$ cat config.mk
export PLATFORM = sky130hd
export DESIGN_NAME = rx_level_monitor
export DESIGN_NICKNAME = d
export VERILOG_FILES = /design/src/rtl/rx_level_monitor.sv
export SDC_FILE = /design/constraint.sdc
export NUM_CORES = 2
export LEC_CHECK = 0
export ABC_CLOCK_PERIOD_IN_PS = 6300
export CAP_MARGIN = 15
export CORE_MARGIN = 1
export CORE_UTILIZATION = 55
export CTS_CLUSTER_SIZE = 8
export DETAILED_ROUTE_END_ITERATION = 10
export PLACE_DENSITY = 0.74
export SYNTH_ARGS = -nofsm -noshare
export SYNTH_HDL_FRONTEND = slang
export SYNTH_SLANG_ARGS = --single-unit
$ cat constraint.sdc
create_clock -name d_clk -period 6.3 [get_ports d_clk]
set_input_delay 0.63 -clock d_clk [delete_from_list [all_inputs] [get_ports d_clk]]
set_output_delay 0.63 -clock d_clk [all_outputs]
set_load 0.1 [all_outputs]
$ cat src/rtl/rx_level_monitor.sv
// Per-lane receive-level monitor for the AD9361 sample path: |sample| pipeline,
// threshold hit counting, peak tracking, sticky/windowed reporting, LEDs and MCU readout.
module rx_level_monitor #(
    parameter int NUM_LANES   = 8,
    parameter int DATA_WIDTH  = 12,
    parameter int CNT_WIDTH   = 16,
    parameter int HIT_MIN     = 2,
    parameter int WINDOW_LOG2 = 24,
    parameter int SEL_W       = (NUM_LANES > 1) ? $clog2(NUM_LANES) : 1
) (
    input  logic                            d_clk,
    input  logic                            reset,
    input  logic [NUM_LANES-1:0]            in_valid,
    input  logic [NUM_LANES*DATA_WIDTH-1:0] in_data,
    input  logic [DATA_WIDTH-1:0]           threshold,
    input  logic                            mode,
    input  logic                            clear,
    output logic [NUM_LANES-1:0]            led,
    input  logic [SEL_W-1:0]                rd_sel,
    output logic [CNT_WIDTH-1:0]            rd_count,
    output logic [DATA_WIDTH-1:0]           rd_peak
);

    localparam int                   SEL_SPAN  = 1 << SEL_W;
    localparam logic [CNT_WIDTH-1:0] CNT_MAX   = '1;
    localparam logic [CNT_WIDTH-1:0] HIT_MIN_C = CNT_WIDTH'(HIT_MIN);

    logic                   mode_reg;
    logic                   mode_armed_reg;
    logic                   flush;
    logic [WINDOW_LOG2-1:0] win_ctr_reg;
    logic                   win_wrap;

    // Reported values per selectable index; indices past the last lane read as zero.
    logic [CNT_WIDTH-1:0]   rep_cnt  [SEL_SPAN];
    logic [DATA_WIDTH-1:0]  rep_peak [SEL_SPAN];

    // The first cycle after reset only records mode, so a strapped windowed mode
    // is not mistaken for a change.
    always_ff @(posedge d_clk) begin
        if (reset) begin
            mode_reg       <= 1'b0;
            mode_armed_reg <= 1'b0;
        end else begin
            mode_reg       <= mode;
            mode_armed_reg <= 1'b1;
        end
    end

    assign flush = clear | (mode_armed_reg & (mode ^ mode_reg));

    always_ff @(posedge d_clk) begin
        if (reset || flush) begin
            win_ctr_reg <= '0;
        end else begin
            win_ctr_reg <= win_ctr_reg + WINDOW_LOG2'(1);
        end
    end

    assign win_wrap = mode & (&win_ctr_reg);

    generate
        for (genvar gi = 0; gi < NUM_LANES; gi++) begin : g_lane
            logic [DATA_WIDTH-1:0] sample;
            logic [DATA_WIDTH-1:0] mag_reg;
            logic                  valid_reg;
            logic                  hit;
            logic [CNT_WIDTH-1:0]  live_cnt_reg;
            logic [CNT_WIDTH-1:0]  live_cnt_next;
            logic [CNT_WIDTH-1:0]  hold_cnt_reg;
            logic [CNT_WIDTH-1:0]  rep_cnt_lane;
            logic [DATA_WIDTH-1:0] live_peak_reg;
            logic [DATA_WIDTH-1:0] live_peak_next;
            logic [DATA_WIDTH-1:0] hold_peak_reg;
            logic [DATA_WIDTH-1:0] rep_peak_lane;
            logic                  led_reg;

            assign sample = in_data[gi*DATA_WIDTH +: DATA_WIDTH];

            // Negating in DATA_WIDTH bits maps the most-negative code onto
            // 2^(DATA_WIDTH-1), which is representable as an unsigned magnitude.
            always_ff @(posedge d_clk) begin
                if (reset) begin
                    mag_reg   <= '0;
                    valid_reg <= 1'b0;
                end else begin
                    mag_reg   <= sample[DATA_WIDTH-1] ? (~sample + DATA_WIDTH'(1)) : sample;
                    valid_reg <= in_valid[gi];
                end
            end

            assign hit = valid_reg & (mag_reg > threshold);

            always_comb begin
                live_cnt_next  = live_cnt_reg;
                live_peak_next = live_peak_reg;
                if (hit && (live_cnt_reg != CNT_MAX)) begin
                    live_cnt_next = live_cnt_reg + CNT_WIDTH'(1);
                end
                if (valid_reg && (mag_reg > live_peak_reg)) begin
                    live_peak_next = mag_reg;
                end
            end

            assign rep_cnt_lane  = mode ? hold_cnt_reg  : live_cnt_reg;
            assign rep_peak_lane = mode ? hold_peak_reg : live_peak_reg;

            // On a window wrap the hold captures this cycle's result and live restarts.
            always_ff @(posedge d_clk) begin
                if (reset || flush) begin
                    live_cnt_reg  <= '0;
                    live_peak_reg <= '0;
                    hold_cnt_reg  <= '0;
                    hold_peak_reg <= '0;
                    led_reg       <= 1'b0;
                end else begin
                    if (win_wrap) begin
                        hold_cnt_reg  <= live_cnt_next;
                        hold_peak_reg <= live_peak_next;
                        live_cnt_reg  <= '0;
                        live_peak_reg <= '0;
                    end else begin
                        live_cnt_reg  <= live_cnt_next;
                        live_peak_reg <= live_peak_next;
                    end
                    led_reg <= (rep_cnt_lane >= HIT_MIN_C);
                end
            end

            assign led[gi]      = led_reg;
            assign rep_cnt[gi]  = rep_cnt_lane;
            assign rep_peak[gi] = rep_peak_lane;
        end

        for (genvar gi = NUM_LANES; gi < SEL_SPAN; gi++) begin : g_pad
            assign rep_cnt[gi]  = '0;
            assign rep_peak[gi] = '0;
        end
    endgenerate

    always_ff @(posedge d_clk) begin
        if (reset) begin
            rd_count <= '0;
            rd_peak  <= '0;
        end else begin
            rd_count <= rep_cnt[rd_sel];
            rd_peak  <= rep_peak[rd_sel];
        end
    end

endmodule

### Yosys cells after proc, flatten, opt, wreduce, memory -nomap -nowiden

Cells that the tools add are included.

* register bits after elaboration: 614
* input port bits: 123
* logic and storage cells: 222

* equality and inequality tests: 8
* muxes and demuxes: 47
* reductions and logical operators: 27
* $add $sub $neg: 17
* bitwise operators: 29
* magnitude comparators: 25

Operators with widths (number)
* 16-bit 2-to-1 mux: 18
* 12-bit 2-to-1 mux: 18
* 12-bit greater-than comparator: 16
* 16-bit by 1-bit adder with 16-bit output, second input constant: 8
* 16-bit by 2-bit greater-or-equal comparator with 1-bit output, second input constant: 8
* 16-bit inequality test, second input constant: 8
* 12-bit by 1-bit adder with 12-bit output, second input constant: 8
* 12-bit NOT: 8
* 11-bit 2-to-1 mux: 8
* 16-bit binary-select mux with 3-bit select: 1
* 12-bit binary-select mux with 3-bit select: 1
* 24-bit by 1-bit adder with 24-bit output, second input constant: 1
* 24-bit AND reduction: 1
* 2-bit OR reduction: 9
* 1-bit logical AND: 16
* 1-bit AND: 10
* 1-bit NOT: 8
* 4-bit greater-or-equal comparator, second input constant: 1
* 3-bit NOT with 4-bit output: 1
* 1-bit logical OR: 1
* 1-bit 2-to-1 mux: 1
* 1-bit OR: 1
* 1-bit bitwise XOR: 1

### Logic depth before layout (Yosys ltp)

* word-level depth: 5
* depth in mapped cells: 10
* mapped depth without buffers: 9

### Worst setup path after synthesis

OpenSTA, ideal clock, no wires.

* path type: input to register
* from: input port threshold[5]
* to: register g_lane[3].hold_cnt_reg[11]
* required time: 6.178 ns
* setup time: 0.122 ns
* path buffers: 1
* path slack: 3.675 ns
* cell stages on the path: 10
* data arrival time: 2.503 ns
* path through: inv_1 -> ha_1 -> a211oi_1 -> nor2_1 -> or3_1 -> o21bai_1 -> buf_2 -> nor3_1 -> xnor2_1 -> a21oi_1

* cells in the longest elaborated chain, start to end: 4

RTL lines
* start: declaration: line 15 `input logic [DATA_WIDTH-1:0] threshold,`
* 12-bit greater-than comparator: line 92 `assign hit = valid_reg & (mag_reg > threshold);`
* 1-bit AND: line 92
* 1-bit logical AND: line 97 `if (hit && (live_cnt_reg != CNT_MAX)) begin`
* 16-bit 2-to-1 mux: line 97
* end signal: assignment: line 118 `hold_cnt_reg <= live_cnt_next;`
* end: declaration: line 70 `logic [CNT_WIDTH-1:0] hold_cnt_reg;`

Every way passes these cells.
A chain may end at the register's enable or synchronous reset.

### Worst setup path in the final report

* from: input port mode
* to: register g_lane[2].hold_peak_reg[0]

* cells in the longest elaborated chain, start to end: 4

RTL lines
* start: declaration: line 16 `input logic mode,`
* 1-bit bitwise XOR: line 50 `assign flush = clear | (mode_armed_reg & (mode ^ mode_reg));`
* 1-bit AND: line 50
* 1-bit OR: line 50
* 1-bit logical OR: line 110 `if (reset || flush) begin`
* end signal: assignment: line 119 `hold_peak_reg <= live_peak_next;`
* end: declaration: line 74 `logic [DATA_WIDTH-1:0] hold_peak_reg;`

Parallel ways exist; a longest one is shown, timed or not.

==> flow_summary_export.csv <==
group,metric,value,unit
pwr,ir_drop,0.242,mV
pwr,internal-power,6.78,mW
logic_synthesis,syn_area_per_cell,9.43,um2
place,post-dp-hpwl,62.8,mm
worst_hold_path,holdCritPathClass,"primary input to flop",
sta,slew_headroom,22.9,%
pwr,clockPowerShare,45.7,%
clock_tree,cts_hold_buf,0,
logic_synthesis,synthArstFlopShare,0,%
pwr,power_switching,2.17,mW
floorplanning,num_rows,86,
sta,period_share,54.4,%
logic_synthesis,postSynthCellCount,3297,
clock_tree,cts_root_buffer,"clkbuf_16",
floorplanning,top_level_ports,159,
status,outcome,"complete, no violations",
floorplanning,core,55500,um2
drt,drc,0,
worst_hold_path,min_from,"reset",
place,place_ws,2.26,ns
logic_synthesis,synth_nets,3629,
clock_tree,cts.clk_slew.worst_paths,0.05,ns
final_layout,multi_input_area,17500,um2
logic_synthesis,mappedNetlistArea,31100,um2
critical_path,path_buf_inv,3,
final_layout,drive_above_1_share,8.32,%
critical_path,cp_common_cell,"buf_4",
sta,finalSetupTns,0,ns
floorplanning,die_area,57500,um2
critical_path,slowest_delay,0.74,ns
logic_synthesis,synth_edf_count,0,
logic_synthesis,ys_seq_area_share,39.5,%
sta,maxSlewViolCount,0,
critical_path,cp_top_family,"buffers and inverters",
sta,rsz0062_at_grt,"no",
pwr,p_sw_share,24.2,%
job,maxCapViolCount,0,
clock_tree,clk_latency,0.64,ns
final_layout,nets,3726,
drt,wl_per_cell,21.5,um
critical_path,worstPathMaxFanout,90,
floorplanning,start_util,56.0,%
sta,max_slew.worst_pin.slew,1.16,ns
pwr,power_density,254,nW/um2
logic_synthesis,yosys_warnings,0,
critical_path,cp-start-kind,"primary input",
sta,period_minus_slack,3.43,ns
sta,setup_ws,2.87,ns
clock_tree,cts_resized,0,
critical_path,reg2reg_from,"win_ctr_reg[0]$_SDFF_PP0_",
drt,viasPerCell,6.25,
place,numPortBuffers,158,
critical_path,crit_cells,7,
pwr,p_leak,12.6,nW
drt,drt_iter0_drc,2287,
sta,clock_skew,0.0299,ns
drt,ant_nets,0,
critical_path,cp-end-kind,"flop",
grt,antenna_found_initial,1,
floorplanning,die_w,240,um
final_layout,final_common_cell,"dfxtp_1",
worst_hold_path,min_path_cells,2,
pwr,p_seq_share,45.0,%
critical_path,rr_worst_depth,9,
critical_path,path_cells,"buf_4 > xor2_1 > a211oi_4 > buf_4 > nand2_4 > buf_12 > o21ai_0",
clock_tree,clk_path_buf_depth,3,
clock_tree,post-cts-setup-buffers,0,
drt,wl,89.3,mm
drt,firstDrtPassIters,7,
clock_tree,cts-htree-levels,3,
place,gp_congestion,0.965,
final_layout,syn_to_final_growth,13.5,%
critical_path,crit_path_start,"mode",
clock_tree,numCtsBuffers,86,
final_layout,final_cell_mix,"614 x dfxtp_1, 420 x nor2_1, 263 x nand2_1",
grt,grt_pass1_vias,25801,
logic_synthesis,synth_seq_cells,614,
logic_synthesis,ys_types,64,
critical_path,slowest_stage,"nand2_4",
pwr,p_comb_share,9.3,%
sta,hold_viol_final,0,
grt,grt_start_max_net_pins,224,
sta,fmax,0.292,GHz
grt,track_usage,31.5,%
sta,setup_violations,0,
final_layout,seq_area,12300,um2
logic_synthesis,synth_ff_type,"dfxtp_1",
clock_tree,cts_tree,"yes",
drt,via_count,25949,
final_layout,design_area,35300,um2
clock_tree,cts_sinks,614,
critical_path,worstPathRequired,6.84,ns
grt,globalRouteOverflowTotal,0,
grt,grt_pass1_wl,141,mm
critical_path,critPathKind,"primary input to flop",
final_layout,fillers,4506,
floorplanning,fp.dieH,240,um
critical_path,cp.arrival,3.96,ns
place,post_dp_cell_area,33000,um2
-- layer usage --
layer	vias up	wire, um	global-route usage, %
met2	1203	42200	51.8
met1	12540	35400	39.5
met3	293	7350	6.05
li1	11913	-	-
met4	0	4370	15.9
met5	-	0	0
-- metrics by stage --
stage | hold slack [ns] | utilization, % | std cells | total power [mW]
after floorplan | 0.420 | - | 3297 | 4.62
after global placement | 0.428 | 59.4 | 4054 | 4.89
after detailed placement | 0.439 | 59.4 | 4054 | 4.92
after CTS | 0.416 | 63.5 | 4148 | 8.99
after global routing | 0.435 | 63.5 | 4148 | 9.26
final | 0.428 | 63.6 | 4151 | 8.95
-- power groups by stage --
stage	Combinational, mW	Sequential [mW]	Clock, mW
4_1_cts	0.826	4.02	4.14
2_1_floorplan	0.554	4.06	0
5_1_grt	0.915	4.02	4.32
3_3_place_gp	0.788	4.10	0
6_report	0.836	4.03	4.09
3_5_place_dp	0.819	4.10	0
-- cell families after synthesis --
logic type	after synthesis	synth area share [%]
AND/OR/NAND/NOR	1184	18.1
flip-flops	614	39.5
AO/OA/AOI/OAI	514	9.78
buffers and inverters	310	4.43
multiplexers	255	13.8
XOR/XNOR	211	5.94
adder cells (fa/ha/maj)	209	8.41
-- cells in the mapped netlist (all sizes together), types with 10 or more instances --
| library cell | n | area, um2 |
|---|---|---|
| a21o | 19 | 143 |
| and3 | 32 | 200 |
| dfxtp | 614 | 12300 |
| o211ai | 26 | 200 |
| nand2b | 15 | 93.8 |
| nand2 | 264 | 993 |
| a21oi | 126 | 631 |
| and4 | 10 | 87.6 |
| o31ai | 26 | 195 |
| nor2 | 423 | 1600 |
| o21ai | 245 | 1230 |
| a211oi | 31 | 265 |
| ha | 209 | 2620 |
| xnor2 | 101 | 885 |
| inv | 138 | 518 |
| nor3 | 70 | 350 |
| nand3 | 81 | 405 |
| and2 | 38 | 238 |
| mux2i | 114 | 1140 |
| xor2 | 110 | 963 |
| or3 | 20 | 125 |
| nor2b | 38 | 238 |
| buf | 99 | 586 |
| clkbuf | 73 | 274 |
| nor4 | 71 | 459 |
| nand4 | 95 | 616 |
| mux4 | 140 | 3150 |
-- worst paths after layout --
kind         slack [ns]                                        to
min                0.43                       mode_reg$_SDFF_PP0_
max reg2reg        3.11   g_lane[6].hold_cnt_reg[15]$_SDFFE_PP0P_
min reg2reg        0.45  g_lane[5].hold_peak_reg[10]$_SDFFE_PP0P_
max                2.87   g_lane[2].hold_peak_reg[0]$_SDFFE_PP0P_
-- cell type report --
| type | instances | area share [%] |
|---|---|---|
| repair buffers | 181 | 5.05 |
| well taps | 748 | 2.65 |
| clock inverters | 2 | 0.110 |
| diodes | 3 | 0.0213 |
| inverters | 138 | 1.47 |
| clock buffers | 92 | 6.40 |
| flip-flops and latches | 614 | 34.8 |
| multi-input cells | 2373 | 49.5 |
(Power assumes the default switching activity.)
